===== src/rtl/led_pattern_pkg.sv =====
// Shared types and constants for the multi-channel LED pattern generator.
package led_pattern_pkg;

   localparam int CH_IDX_W = 4;

   typedef enum logic [1:0] {
      MODE_OFF   = 2'd0,
      MODE_ON    = 2'd1,
      MODE_BLINK = 2'd2,
      MODE_PWM   = 2'd3
   } mode_e;

endpackage


===== src/rtl/led_channel.sv =====
// One LED channel: holds its own mode/period/duty, a free-running phase counter
// and a registered LED output with a one-cycle wrap pulse.
module led_channel
   import led_pattern_pkg::*;
#(
   parameter int                CNT_W        = 24,
   parameter logic [CNT_W-1:0]  RESET_PERIOD = 5
) (
   input  logic             clk,
   input  logic             rst_n,
   input  logic             enable_i,
   input  logic             wr_en_i,
   input  logic [1:0]       mode_i,
   input  logic [CNT_W-1:0] period_i,
   input  logic [CNT_W-1:0] duty_i,
   output logic             led_o,
   output logic             wrap_o
);

   mode_e            mode_q,   mode_d;
   logic [CNT_W-1:0] period_q, period_d;
   logic [CNT_W-1:0] duty_q,   duty_d;
   logic [CNT_W-1:0] cnt_q,    cnt_d;
   logic             led_q,    led_d;
   logic             wrap_q,   wrap_d;
   logic             at_end;

   assign at_end = (cnt_q == period_q);

   always_comb begin
      mode_d   = mode_q;
      period_d = period_q;
      duty_d   = duty_q;
      cnt_d    = cnt_q;
      led_d    = led_q;
      wrap_d   = 1'b0;
      if (wr_en_i) begin
         // A write restarts the phase and wins over any wrap due this cycle.
         mode_d   = mode_e'(mode_i);
         period_d = period_i;
         duty_d   = duty_i;
         cnt_d    = '0;
         case (mode_e'(mode_i))
            MODE_ON:  led_d = 1'b1;
            MODE_PWM: led_d = (duty_i != '0);
            default:  led_d = 1'b0;
         endcase
      end else begin
         case (mode_q)
            MODE_OFF: begin
               cnt_d = '0;
               led_d = 1'b0;
            end
            MODE_ON: begin
               cnt_d = '0;
               led_d = 1'b1;
            end
            default: begin
               if (enable_i) begin
                  if (at_end) begin
                     cnt_d  = '0;
                     wrap_d = 1'b1;
                  end else begin
                     cnt_d = cnt_q + CNT_W'(1);
                  end
                  // PWM compares the next count so led tracks (cnt < duty) every cycle.
                  if (mode_q == MODE_BLINK) begin
                     if (at_end) led_d = ~led_q;
                  end else begin
                     led_d = (cnt_d < duty_q);
                  end
               end
            end
         endcase
      end
   end

   always_ff @(posedge clk) begin
      if (!rst_n) begin
         mode_q   <= MODE_OFF;
         period_q <= RESET_PERIOD;
         duty_q   <= '0;
         cnt_q    <= '0;
         led_q    <= 1'b0;
         wrap_q   <= 1'b0;
      end else begin
         mode_q   <= mode_d;
         period_q <= period_d;
         duty_q   <= duty_d;
         cnt_q    <= cnt_d;
         led_q    <= led_d;
         wrap_q   <= wrap_d;
      end
   end

   assign led_o  = led_q;
   assign wrap_o = wrap_q;

endmodule


===== src/rtl/led_pattern_gen.sv =====
// Multi-channel LED pattern generator: decodes config writes to per-channel
// strobes and flags writes aimed at channels that do not exist.
module led_pattern_gen
   import led_pattern_pkg::*;
#(
   parameter int                CHANNELS     = 3,
   parameter int                CNT_W        = 24,
   parameter logic [CNT_W-1:0]  RESET_PERIOD = 24'd5
) (
   input  logic                clk,
   input  logic                rst_n,
   input  logic                enable,
   input  logic                cfg_we,
   input  logic [CH_IDX_W-1:0] cfg_ch,
   input  logic [1:0]          cfg_mode,
   input  logic [CNT_W-1:0]    cfg_period,
   input  logic [CNT_W-1:0]    cfg_duty,
   output logic                cfg_err,
   output logic [CHANNELS-1:0] wrap,
   output logic [CHANNELS-1:0] led
);

   localparam logic [CH_IDX_W:0] CH_LIMIT = (CH_IDX_W + 1)'(CHANNELS);

   logic                cfg_err_q, cfg_err_d;
   logic [CHANNELS-1:0] ch_we;

   assign cfg_err_d = cfg_we && ({1'b0, cfg_ch} >= CH_LIMIT);

   always_ff @(posedge clk) begin
      if (!rst_n) begin
         cfg_err_q <= 1'b0;
      end else begin
         cfg_err_q <= cfg_err_d;
      end
   end

   assign cfg_err = cfg_err_q;

   generate
      for (genvar gi = 0; gi < CHANNELS; gi++) begin : g_ch
         assign ch_we[gi] = cfg_we && (cfg_ch == CH_IDX_W'(gi));

         led_channel #(
            .CNT_W        (CNT_W),
            .RESET_PERIOD (RESET_PERIOD)
         ) u_channel (
            .clk      (clk),
            .rst_n    (rst_n),
            .enable_i (enable),
            .wr_en_i  (ch_we[gi]),
            .mode_i   (cfg_mode),
            .period_i (cfg_period),
            .duty_i   (cfg_duty),
            .led_o    (led[gi]),
            .wrap_o   (wrap[gi])
         );
      end
   endgenerate

endmodule

===== config.mk =====
export PLATFORM = sky130hd
export DESIGN_NAME = led_pattern_gen
export DESIGN_NICKNAME = d
export VERILOG_FILES = /design/src/rtl/led_pattern_pkg.sv /design/src/rtl/led_channel.sv /design/src/rtl/led_pattern_gen.sv
export SDC_FILE = /design/constraint.sdc
export NUM_CORES = 1
export LEC_CHECK = 0
export ABC_AREA = 1
export BUFFER_PORTS_ARGS = -buffer_cell sky130_fd_sc_hd__clkbuf_2
export CORE_MARGIN = 10
export CORE_UTILIZATION = 67
export DETAILED_ROUTE_END_ITERATION = 7
export PLACE_DENSITY_LB_ADDON = 0.05
export SKIP_LAST_GASP = 1
export SLEW_MARGIN = 20
export SYNTH_ARGS = -nofsm -noshare
export SYNTH_HDL_FRONTEND = slang
export SYNTH_HIERARCHICAL = 1
export SYNTH_SLANG_ARGS = --single-unit

===== constraint.sdc =====
create_clock -name clk -period 7.35 [get_ports clk]
set_input_delay 1.1025 -clock clk [delete_from_list [all_inputs] [get_ports clk]]
set_output_delay 1.1025 -clock clk [all_outputs]
set_load 0.1 [all_outputs]

### Word-level counts from Yosys, hierarchy flattened

Cells that the tools add are included.

* add/subtract/negate cells: 3
* magnitude comparators: 4
* equality and inequality tests: 16
* muxes and demuxes: 31
* bitwise operators: 5
* reduce and logical (&&, ||, !) cells: 24

Operators with widths (number)
* 24-bit two-way mux: 12
* 24-bit by 1-bit adder with 24-bit output (second input constant): 3
* 24-bit equality test: 3
* 24-bit < comparator: 3
* 24-bit nonzero test: 1
* 1-bit two-way mux: 15
* 5-bit by 3-bit != test with 1-bit output (second input constant): 3
* 5-bit OR reduction: 3
* 4-bit nonzero test: 3
* 4-bit OR reduction: 3
* 2-bit by 1-bit equality test with 1-bit output (second input constant): 4
* 2-bit equality test (second input constant): 4
* 1-bit one-hot mux with 2 select lines: 4
* 2-bit zero test: 3
* 2-bit AND reduction: 3
* 2-bit OR reduction: 3
* 1-bit inverter: 5
* 4-bit by 1-bit equality test with 1-bit output (second input constant): 1
* 4-bit by 2-bit equality test with 1-bit output (second input constant): 1
* 4-bit by 2-bit >= comparator with 1-bit output (second input constant): 1
* 1-bit logical AND: 4
* 4-bit zero test: 1

* flip-flop bits (word level): 229
* bits of input ports: 58
* output and inout port bits: 7
* logic and storage cells: 102

### Depth between registers and ports, before layout

* depth in word-level cells: 10
* depth in mapped cells: 24
* mapped depth without buffers: 21

### Modules after synthesis

Netlist, hierarchy kept.

By module, submodules not included
* led_channel at g_ch[0].u_channel ...: times used 2, cells an instance 637, area an instance 4349.2 sq um, seq. area each 1521.5 sq um
* led_channel at g_ch[1].u_channel: times used 1, cells an instance 633, area an instance 4347.9 sq um, seq. area each 1521.5 sq um
* led_pattern_gen: times used 1, cells an instance 14, area an instance 72.6 sq um, seq. area each 20.0 sq um

### Worst setup path after synthesis

No wires, ideal clock.

* path type: flip-flop to flip-flop
* from: register g_ch[0].u_channel.cnt_q[0]
* to: register g_ch[0].u_channel.led_q
* setup time: 0.071 ns
* data arrival time: 2.664 ns
* data required time: 7.279 ns
* path slack: 4.615 ns
* stages on the path, launching flop included: 21
* path buffers: 0
* clock period less this slack: 2.735 ns
* cells stage by stage: dfxtp_1 ha_1 nand3_1 nor2_2 nand4_1 nor2_1 nand3_1 nor2_1 nand4_1 o21ai_1 a21oi_1 ha_1 nand2_1 o21ai_0 nand3_1 a21oi_1 a2111oi_0 nand2_1 nand2_1 nand2_1 a21oi_1

* word-level cells in the longest chain between the ends: 10
* elaborated cells on any way between the ends: 13
* those cells by class: add/sub (1); order compare (1); eq/ne (2); mux (8); reduce/logical (1)

Ends and longest elaborated chain
* from (decl): line led_channel.sv:23 `logic [CNT_W-1:0] cnt_q, cnt_d;`
* from (signal assigned): line led_channel.sv:90 `cnt_q <= cnt_d;`
* 24-bit by 1-bit adder with 24-bit output or 24-bit equality test (tied branches): line led_channel.sv:64, led_channel.sv:28
* 24-bit two-way mux: line led_channel.sv:60 `if (at_end) begin`
* 24-bit two-way mux: line led_channel.sv:59 `if (enable_i) begin`
* 24-bit two-way mux: line led_channel.sv:49 `case (mode_q)`
* 24-bit two-way mux: line led_channel.sv:37 `if (wr_en_i) begin`
* 24-bit < comparator: line led_channel.sv:70 `led_d = (cnt_d < duty_q);`
* 1-bit two-way mux: line led_channel.sv:67 `if (mode_q == MODE_BLINK) begin`
* 1-bit two-way mux: line led_channel.sv:59
* 1-bit one-hot mux with 2 select lines: line led_channel.sv:49
* 1-bit two-way mux: line led_channel.sv:37
* to (signal assigned): line led_channel.sv:91 `led_q <= led_d;`
* to (decl): line led_channel.sv:24 `logic led_q, led_d;`

Parallel ways exist; a longest one is shown, timed or not. The select of a mux whose other input is x is not followed.
A chain may end at the register's enable or synchronous reset.

### Worst setup path after layout

* from: register g_ch[2].u_channel.cnt_q[22]
* to: register g_ch[2].u_channel.led_q

* word-level cells in the longest chain between the ends: 10
* elaborated cells on any way between the ends: 13
* those cells by class: add/sub (1); order compare (1); eq/ne (2); mux (8); reduce/logical (1)

Ends and longest elaborated chain (line)
* from (decl): led_channel.sv:23
* from (signal assigned): led_channel.sv:90
* 24-bit by 1-bit adder with 24-bit output or 24-bit equality test (tied branches): led_channel.sv:64, led_channel.sv:28
* 24-bit two-way mux: led_channel.sv:60
* 24-bit two-way mux: led_channel.sv:59
* 24-bit two-way mux: led_channel.sv:49
* 24-bit two-way mux: led_channel.sv:37
* 24-bit < comparator: led_channel.sv:70
* 1-bit two-way mux: led_channel.sv:67
* 1-bit two-way mux: led_channel.sv:59
* 1-bit one-hot mux with 2 select lines: led_channel.sv:49
* 1-bit two-way mux: led_channel.sv:37
* to (signal assigned): led_channel.sv:91
* to (decl): led_channel.sv:24

Parallel ways exist; a longest one is shown, timed or not. The select of a mux whose other input is x is not followed.

==> impl_results.md <==
* Top_reg_cell synth: dfxtp_1
* CTS max path bufs at 3
* Sequential cell area at 4584 sq um
* Largest net degree at the start of global routing at 93
* Detailed placer's ending HPWL at 27,090 um
* CTS-repair resized insts at 0
* Sw Ratio at 24.66%
* Hold Crit Class: register to register
* CP dominant cell by count: nand2_1
* Met3 Use GR at 3.959%
* # diodes at 0
* Initial antenna violation count at 1
* CTS Buf Count at 25
* Fin. max-slew vios at 0
* TritonCTS clock tree: built
* Reg clk slew, reported paths at 60 ps
* Area leader, netlist: dfxtp_1
* Worst Setup Path Type: register to register
* Register share of total power at 47.6%
* Dpl cells at 2,179
* Busiest grt layer: met2
* Setup TNS at 0 ps
* Post-synth top area share at 34.95%
* Non-filler cells, final at 2,224
* Post-synth ARST share at 0%
* Worst Setup Start Kind: register
* Final setup viols at 0
* Yosys Warn Count at 6
* Vias in the first global route at 11,580
* Synthesized flop and latch total at 229
* Pwr Density at 186.7 nW/um^2
* Critical Path RT at 7800 ps
* Worst-path maximum fanout at 24
* Worst slew pin tran at 1163 ps
* Drt first pass iters at 6
* Row count at 51
* Tcrit/Tclk final at 51.22%
* Slew margin rel. at 22.21%
* Port bufs at 64
* R2R Setup Slk at 3590 ps
* RePlAce Congestion at 0.9432
* FF-to-FF End: g_ch[2].u_channel/led_o$_SDFFE_PN0P_
* Layout area overhead at 8.985%
* # hold bufs at CTS at 0
* Global-route wire length before repair at 60,260 um
* Post-synth EDFFs at 0
* R2R depth at 19
* Yosys cell types at 34
* Vias/cell at 5.636
* Fin. Hold Viols at 0
* Hold Path Cell Cnt at 2
* Met1 Use GR at 37.40%
* I/O pins at 65
* Worst reg2reg path startpoint: g_ch[2].u_channel/cnt_q[22]$_SDFFE_PP0P_
* Hold path endpoint: g_ch[1].u_channel/duty_q[1]$_SDFFE_PN0P_
* CP peak stage delay at 540 ps
* Tmin final at 3765 ps
* Fmax at 265.6 MHz
* Critical Path Source: g_ch[2].u_channel/cnt_q[22]$_SDFFE_PP0P_
* Worst path buffer plus inverter count at 2
* Die W at 159.9 um
* Via count at 12,530
* Cell family with most CP delay: simple AND/OR/NAND/NOR gates
* H-tree depth at 1
* Combinational power share at 7.3%
* RSZ-0062 raised after global routing: false
* Final instance area at 14,300 sq um
* Seq/Total Area, Yosys at 34.95%
* Crit-path cells: inv_2, nand2_1, nand2_1, nor2_1, nand2_1, nor2_1, nand3_2, inv_1, a211oi_2, ha_1, a21oi_1, o21ai_0, nand3_1, a21oi_1, a2111oi_0, nand2_1, nand2_1, nand2_1, a21oi_1
* Status: complete, no violations
* Clock sinks at 229
* Syn_nets at 2,051
* IR drop worst, VDD at 185.3 uV
* Arrival @ worst endpoint at 4220 ps
* Internal Power at 2.011 mW
* Ranking of synthesized cells by area: dfxtp_1, nand2_1, a21oi_1
* # nets final at 2,071
* Die H at 159.9 um
* Die area at 25,580 sq um
* Hold path startpoint: g_ch[1].u_channel/duty_q[1]$_SDFFE_PN0P_
* Clock share of power at 45.1%
* Worst-skew pair later-pin latency at 520 ps
* Final Skew at 13.27 ps
* Synthesized area at 13,120 sq um
* Root Buffer: clkbuf_16
* Final Util at 73.95%
* Post-CTS Setup Bufs at 0
* Total GRT Usage at 28.31%
* Net Sw Power at 658.3 uW
* Total grt overflow at 0
* Leakage Power at 6.603 nW
* Layout cell share with drive strength beyond 1 at 10.97%
* Max_cap viols at 0
* Post-route ant nets at 0
* Post-place instance area at 13,520 sq um
* Mean Syn Cell Area at 6.829 sq um
* Avg WL per Cell at 16.88 um
* CP endpoint kind: register
* Fillers at 1,623
* # DRC at 0
* Met2 Usage GRT at 46.23%
* Area of the multi-input gates at 6993 sq um
* Post-Route WL at 37,550 um
* Initial DRC count at 1,116
* Initial Util at 67.85%
* Synth Instances at 1,921
* Core region area at 19,330 sq um
* Slowest cell on crit path: nand3_2
==> sequential cells by signal, indices dropped and copies added (netlist names) <==
signal and count:
g_ch.u_channel/cnt_q 72, g_ch.u_channel/duty_q 72, g_ch.u_channel/period_q 72, g_ch.u_channel/mode_q 6
g_ch.u_channel/led_o 3, g_ch.u_channel/wrap_o 3, cfg_err 1
==> routing by layer <==
layer / routed length, um / up-vias
met3: 2644 / 93
met5: 0 / -
met1: 16370 / 5677
li1: - / 6304
met2: 16960 / 460
met4: 1575 / 0
==> power by group through the flow <==
stage / combinational, mW / sequential (mW) / clock, mW
floorplan: 0.106 / 1.30 / 0
global placement: 0.184 / 1.30 / 0
detailed placement: 0.188 / 1.30 / 0
CTS: 0.190 / 1.27 / 1.21
global route: 0.213 / 1.27 / 1.26
finish: 0.195 / 1.27 / 1.20
==> Yosys cell counts, types with 4 or more instances <==
cell,n
nand2_1,388
nor3_1,35
o21a_1,8
nor2_4,9
nor4_1,20
a21oi_1,245
buf_2,10
nand3_1,39
nor2_2,4
a211oi_2,10
a211oi_1,19
nand3_2,11
inv_2,50
nand2_2,6
inv_1,279
o21ai_1,7
dfxtp_1,229
nand4_1,22
nor2_1,114
o21ai_0,210
clkbuf_1,67
xor2_1,39
ha_1,72
==> metrics by stage <==
stage                     hold slack [ps]  total power, mW  worst slack [ps]
after floorplan                     439.5            1.406              4615
after global placement              451.9            1.481              3427
after detailed placement            456.6            1.485              3338
after CTS                           464.8            2.673              3739
after global routing                485.8            2.743              3268
final                               463.4            2.669              3585
==> worst reg2reg max path: stages (launching register included) <==
cell,delay (ps)
dfxtp_1,460
inv_2,60
nand2_1,60
nand2_1,80
nor2_1,160
nand2_1,70
nor2_1,320
nand3_2,540
inv_1,320
a211oi_2,100
ha_1,310
a21oi_1,140
o21ai_0,100
nand3_1,80
a21oi_1,60
a2111oi_0,490
nand2_1,110
nand2_1,80
nand2_1,50
a21oi_1,110
==> kinds of logic after synthesis <==
kind of cell               synth area share, %
DFF                                      34.95
AOI/OAI and AO/OA                        20.96
adders and majority gates                6.867
xor gates and xnor gates                 2.604
and+or+nand+nor                          22.83
buffers and inverters                    11.79
==> layout make-up <==
class / count / share of cell area, %
timing repair buffer: 70 / 2.573
clock buffer: 41 / 5.286
tap: 265 / 2.319
clock inverter: 4 / 0.1400
multi-input combinational: 1284 / 48.91
sequential: 229 / 32.06
inverter: 331 / 8.707
==> layout by cell type (no fill, tap or decap), types with 8 or more instances in the layout <==
cell type | netlist | routed
a211oi_1 | 19 | 19
a211oi_2 | 10 | 10
a21oi_1 | 245 | 245
clkbuf_1 | 67 | 9
clkbuf_16 | 0 | 25
clkbuf_2 | 0 | 62
dfxtp_1 | 229 | 229
ha_1 | 72 | 72
inv_1 | 279 | 276
inv_2 | 50 | 53
nand2_1 | 388 | 388
nand3_1 | 39 | 39
nand3_2 | 11 | 11
nand4_1 | 22 | 22
nor2_1 | 114 | 112
nor2_4 | 9 | 9
nor3_1 | 35 | 35
nor4_1 | 20 | 20
o21a_1 | 8 | 8
o21ai_0 | 210 | 210
xor2_1 | 39 | 39
==> how the worst max path moves through the flow <==
stage | to | slack, ps | cells past startpoint
6_report | g_ch[2].u_channel/led_o$_SDFFE_PN0P_ | 3590 | 19
4_1_cts | g_ch[2].u_channel/led_o$_SDFFE_PN0P_ | 3740 | 19
3_3_place_gp | g_ch[0].u_channel/cnt_q[17]$_SDFFE_PP0P_ | 3430 | 10
3_5_place_dp | g_ch[0].u_channel/cnt_q[23]$_SDFFE_PP0P_ | 3340 | 10
5_1_grt | g_ch[2].u_channel/led_o$_SDFFE_PN0P_ | 3270 | 20
2_1_floorplan | g_ch[0].u_channel/led_o$_SDFFE_PN0P_ | 4620 | 20
Note: power is estimated with default switching activity, not from simulation.
